<file path="config.mk">
export PLATFORM = sky130hd
export DESIGN_NAME = memcpy_engine
export DESIGN_NICKNAME = d
export VERILOG_FILES = /design/src/rtl/memcpy_engine.sv
export SDC_FILE = /design/constraint.sdc
export NUM_CORES = 1
export LEC_CHECK = 0
export ABC_CLOCK_PERIOD_IN_PS = 10700
export CORE_ASPECT_RATIO = 1.1
export CORE_MARGIN = 5
export CORE_UTILIZATION = 51
export CTS_CLUSTER_SIZE = 25
export DETAILED_ROUTE_END_ITERATION = 12
export DONT_BUFFER_PORTS = 1
export PLACE_DENSITY = 0.71
export SETUP_SLACK_MARGIN = 0.15
export SLEW_MARGIN = 20
export SYNTH_ARGS = -nofsm -noshare
export SYNTH_HDL_FRONTEND = slang
export SYNTH_SLANG_ARGS = --single-unit
</file>
<file path="constraint.sdc">
create_clock -name clk -period 10.7 [get_ports clk]
set_input_delay 1.07 -clock clk [delete_from_list [all_inputs] [get_ports clk]]
set_output_delay 1.07 -clock clk [all_outputs]
set_load 0.005 [all_outputs]
</file>
<file path="src/rtl/memcpy_engine.sv">
`default_nettype none
// ============================================================================
// memcpy_engine : copy/fill sequencer driving the data-memory port, stalls PC
// Revision 1.0
// ============================================================================

// Access-size encodings shared with the core's controls.sv.
`ifndef LS_BYTE
`define LS_BYTE 2'b00
`endif
`ifndef LS_WORD
`define LS_WORD 2'b10
`endif

module memcpy_engine #(
  parameter int ADDR_WIDTH = 32,
  parameter int DATA_WIDTH = 32,
  parameter int LEN_WIDTH  = 7
) (
  input  logic                  clk,
  input  logic                  rstn,
  input  logic                  start,
  input  logic                  mode,
  input  logic [ADDR_WIDTH-1:0] src_addr,
  input  logic [ADDR_WIDTH-1:0] dst_addr,
  input  logic [LEN_WIDTH-1:0]  length,
  input  logic [7:0]            fill_byte,
  input  logic [DATA_WIDTH-1:0] mem_rdata,
  output logic [ADDR_WIDTH-1:0] mem_addr,
  output logic                  mem_read,
  output logic                  mem_write,
  output logic [1:0]            mem_ls_type,
  output logic [DATA_WIDTH-1:0] mem_wdata,
  output logic                  busy,
  output logic                  stall,
  output logic                  done,
  output logic [LEN_WIDTH-1:0]  bytes_left
);

  localparam int WB  = DATA_WIDTH / 8;
  localparam int OFS = $clog2(WB);

  localparam logic [1:0] S_IDLE  = 2'd0;
  localparam logic [1:0] S_READ  = 2'd1;
  localparam logic [1:0] S_WRITE = 2'd2;
  localparam logic [1:0] S_DONE  = 2'd3;

  logic [1:0]            state, next_state;
  logic [ADDR_WIDTH-1:0] src_cur, dst_cur;
  logic [LEN_WIDTH-1:0]  left;
  logic                  is_fill, back;
  logic [7:0]            fill_val;
  logic [DATA_WIDTH-1:0] buffer;

  logic [ADDR_WIDTH:0]   src_ext, dst_ext, src_end;
  logic                  launch_back;
  logic                  word_unit;
  logic [LEN_WIDTH-1:0]  unit, left_next;
  logic [ADDR_WIDTH-1:0] rd_addr, wr_addr;

  // Overlap test in one extra bit so src+length cannot wrap below dst.
  assign src_ext     = {1'b0, src_addr};
  assign dst_ext     = {1'b0, dst_addr};
  assign src_end     = src_ext + (ADDR_WIDTH+1)'(length);
  assign launch_back = !mode && (dst_ext > src_ext) && (dst_ext < src_end);

  assign word_unit = !back && (dst_cur[OFS-1:0] == '0)
                     && (is_fill || (src_cur[OFS-1:0] == '0))
                     && (left >= LEN_WIDTH'(WB));
  assign unit      = word_unit ? LEN_WIDTH'(WB) : LEN_WIDTH'(1);
  assign left_next = left - unit;
  assign rd_addr   = back ? (src_cur + ADDR_WIDTH'(left) - ADDR_WIDTH'(1)) : src_cur;
  assign wr_addr   = back ? (dst_cur + ADDR_WIDTH'(left) - ADDR_WIDTH'(1)) : dst_cur;

  always_ff @(posedge clk) begin
    if (!rstn) begin
      state    <= S_IDLE;
      src_cur  <= '0;
      dst_cur  <= '0;
      left     <= '0;
      is_fill  <= 1'b0;
      back     <= 1'b0;
      fill_val <= '0;
      buffer   <= '0;
    end else begin
      state <= next_state;
      case (state)
        S_IDLE: begin
          if (start) begin
            src_cur  <= src_addr;
            dst_cur  <= dst_addr;
            left     <= length;
            is_fill  <= mode;
            back     <= launch_back;
            fill_val <= fill_byte;
          end
        end
        S_READ: buffer <= mem_rdata;
        S_WRITE: begin
          left <= left_next;
          if (!back) begin
            src_cur <= src_cur + ADDR_WIDTH'(unit);
            dst_cur <= dst_cur + ADDR_WIDTH'(unit);
          end
        end
        default: ;
      endcase
    end
  end

  always_comb begin
    next_state = state;
    case (state)
      S_IDLE: begin
        if (start) begin
          if (length == '0) next_state = S_DONE;
          else              next_state = mode ? S_WRITE : S_READ;
        end
      end
      S_READ:  next_state = S_WRITE;
      S_WRITE: begin
        if (left_next == '0) next_state = S_DONE;
        else                 next_state = is_fill ? S_WRITE : S_READ;
      end
      default: next_state = S_IDLE;
    endcase
  end

  always_comb begin
    mem_addr    = '0;
    mem_read    = 1'b0;
    mem_write   = 1'b0;
    mem_ls_type = `LS_BYTE;
    mem_wdata   = '0;
    busy        = 1'b0;
    done        = 1'b0;
    case (state)
      S_READ: begin
        busy        = 1'b1;
        mem_read    = 1'b1;
        mem_addr    = rd_addr;
        mem_ls_type = word_unit ? `LS_WORD : `LS_BYTE;
      end
      S_WRITE: begin
        busy        = 1'b1;
        mem_write   = 1'b1;
        mem_addr    = wr_addr;
        mem_ls_type = word_unit ? `LS_WORD : `LS_BYTE;
        mem_wdata   = is_fill ? {WB{fill_val}} : buffer;
      end
      S_DONE: done = 1'b1;
      default: ;
    endcase
    stall = busy || ((state == S_IDLE) && start);
  end

  assign bytes_left = left;

endmodule

`default_nettype wire

</file>
==> reports/results.ini <==
[synth]
synth.area.top_cells = ha_1 (19%), dfxtp_1 (17%), a21oi_1 (7.4%)
synth_cells = 1834
synthMuxAreaShare_pct = 3.950
synth-xor-area-share_pct = 5.803
synthFlopType = dfxtp_1
synth_seq_area_share_pct = 17.14
ys.warnings.count = 0
synth_top_family_by_area = compound AO/OA/AOI/OAI gates
yosys.area_share.adder_pct = 19.45
yosysUniqueCellTypes = 76
avgSynthCellArea_um2 = 7.324
synth_compound_area_share_pct = 26.67
async_reset_ff_share_pct = 0
syn_area_um2 = 13430
ys_ff_latch = 115
synth_edf_count = 0
syn_nets = 2156
synth.largest_area_cell = ha_1
synth_top_area_share_pct = 19.00
yosys.area_share.simple_pct = 19.70

[global_route]
grt_pass1_vias = 12980
grt_overflow = 0
grt_first_pass_wirelength_mm = 69.97
grt_max_degree = 71
antenna_found_initial = 0
grt_usage_pct = 29.05

[route]
drt-pass1-iter-count = 6
drt_iter0_drc = 1315
drt-total-wl_mm = 44.15
avgViaCountPerCell = 6.269
drc = 0
vias = 13420
wl_per_cell_um = 20.62
drtAntennaViolNets = 0

[die]
initial_utilization_pct = 51.53
dieHeight_um = 180.2
io_pins = 193
fp.coreArea_um2 = 26070
dieArea_um2 = 29690
die_w_um = 164.7
row_count = 62

[sta]
setup_viol_count_final = 0
finalMaxSlewViolations = 0
max_slew_margin_pct = 38.16
tightest_slew_ps = 927.6
rsz0062_at_grt = false
min_period_ps = 5339
fin_hold_ws_ps = 453.1
final.setup.tns_ps = 0
clock_skew_ps = 11.65
hold_viol_final = 0
fin_crit_sh_pct = 49.90
max_clock_freq_ghz = 0.1873

[cts]
clock_sinks = 115
cts_resized = 0
ctsHoldBuffers = 0
tritoncts = done
clk_pin_slew_worst_paths_ps = 70
post-cts-setup-buffers = 0
htreeDepth = 4
cts_buffers = 17
clkLatencyLatePin_ps = 430
clock_path_buffers = 2
clockRootBuffer = clkbuf_16

[critical_path]
r2r_end = src_cur[30]
endpoint_kind = output port
critPathArrivalTime_ps = 4270
path_class = flop to output port
crit_required_ps = 9630
cp_max_fo = 4
r2r_start = is_fill
crit_path_cell_trace = inv_1 > ha_1 > inv_1 > ha_1 > fa_1 > a21oi_1 > o211ai_2 > a311oi_2 > o21ai_1 > a211oi_2 > o2111ai_1 > a21oi_1 > xnor2_1 > mux2i_1 > o211ai_1
rrSetupSlack_ps = 6640
crit_family = compound AO/OA/AOI/OAI gates
cpMaxStageDelayCell = fa_1
cp-start-kind = flop
cpPeakStageDelay_ps = 430
crit_buf_inv = 2
rr_worst_depth = 14

[final_layout]
final_common_cell = ha_1
fillers = 2523
areaGrowthSynthToFinish_pct = 6.120
fin_area_um2 = 14250
most-common-layout-cells = ha_1 (202), a21oi_1 (198), inv_1 (164)
finalNetCount = 2098
fin_cells = 2141
num_antenna_cells = 0
drive_gt1_share_pct = 4.025

[flow_run]
cap_violations = 0

[power_and_ir_drop]
clkPwrFrac_pct = 21.2
peakVddDrop_uv = 121.4
intPower_mw = 1.511
power.leakage_nw = 6.042
pwr-share-comb_pct = 58.2
pwr-share-seq_pct = 20.7
power.density_nw_per_um2 = 196.8
p_switching_mw = 1.294
swShare_pct = 46.13

[place]
dpl.hpwl_mm = 33.67
port_buffers = 0
dpl-instance-area_um2 = 13650
place_congestion = 0.9405
placed_cells = 2109

[hold_path]
worst_hold_startpoint = fill_val[3]
min_to = fill_val[3]
hold_path_class = flop to flop
hold_path_depth = 2

[outcome]
status = complete, no violations

[power by group through the flow]
stage	sequential, mW	clock [mW]	combinational (mW)
global route	0.590	0.621	1.80
CTS	0.577	0.598	1.60
global placement	0.583	0	1.56
floorplan	0.556	0	1.28
detailed placement	0.586	0	1.59
finish	0.580	0.593	1.63
[how the worst max path moves through the flow]
stage                  start      endpoint  slack (ps)  depth (start not counted)
2_1_floorplan    src_addr[0]          back        6060                         22
3_3_place_gp     src_addr[0]          back        5510                         22
3_5_place_dp     src_addr[0]          back        5390                         22
4_1_cts        bytes_left[1]  mem_addr[31]        5360                         15
5_1_grt        bytes_left[1]  mem_addr[31]        5160                         15
6_report       bytes_left[1]  mem_addr[31]        5360                         15
[area by class of cell]
class | count | area, µm² | share of cell area [%]
multi-input combinational | 1463 | 10180 | 71.44
sequential | 115 | 2303 | 16.16
inverter | 166 | 625.6 | 4.389
clock buffer | 19 | 452.9 | 3.178
tap | 352 | 440.4 | 3.090
clock inverter | 13 | 150.1 | 1.053
timing repair buffer | 13 | 97.59 | 0.6847
[synth_stat cells (all sizes together) (3+ instances only)]
cell type / n
ha: 204
a21oi: 200
inv: 166
nand2: 138
nor2: 131
dfxtp: 115
o21ai: 106
clkbuf: 67
xnor2: 63
mux2i: 53
a21o: 49
nand2b: 47
nor3: 46
nand3: 45
and2: 42
o22ai: 41
nand4: 33
a31oi: 30
xor2: 26
a22oi: 23
buf: 23
nor2b: 23
and3: 18
a221oi: 16
o211ai: 15
a211oi: 12
o21bai: 12
nor4: 10
o21a: 9
o2bb2ai: 9
o31ai: 6
a21boi: 5
o22a: 5
fa: 3
nor3b: 3
o211a: 3
or2: 3
or3: 3
[metrics by stage]
step                      setup WS [ps]  total power, mW  utilization [%]
final                              5361            2.805            54.69
after global routing               5162            3.014            54.69
after CTS                          5356            2.780            54.69
after detailed placement           5393            2.179            52.37
after global placement             5515            2.144            52.37
after floorplan                    6063            1.837                -
[flip-flops by register name, indices dropped and copies added (netlist names)]
signal and cells:
bytes_left 7, buffer 32, dst_cur 32, is_fill 1, fill_val 8, src_cur 32
back 1, state 2
[cells by family (layout without fill, tap and decap cells)]
group,count (synthesis),in the layout
AOI/OAI and AO/OA,568,568
and+or+nand+nor,545,545
buffers and inverters,256,211
adders and majority gates,207,207
DFF,115,115
xor gates and xnor gates,89,89
muxes,53,53
other,1,1
[routing by layer]
| layer | global-route usage, % | vias to the layer above | wire [µm] |
|---|---|---|---|
| met5 | 0 | - | 0 |
| met4 | 12.28 | 0 | 1880 |
| met3 | 6.200 | 117 | 3945 |
| met2 | 46.43 | 596 | 20030 |
| met1 | 37.73 | 6308 | 18300 |
| li1 | - | 6401 | - |
[tightest hold or removal path: cells and delay by family (launching register included)]
kind            cells  cell delay (ps)
flops               1              310
compound gates      1               50
simple gates        1               50
Note: power is estimated with default switching activity, not from simulation.
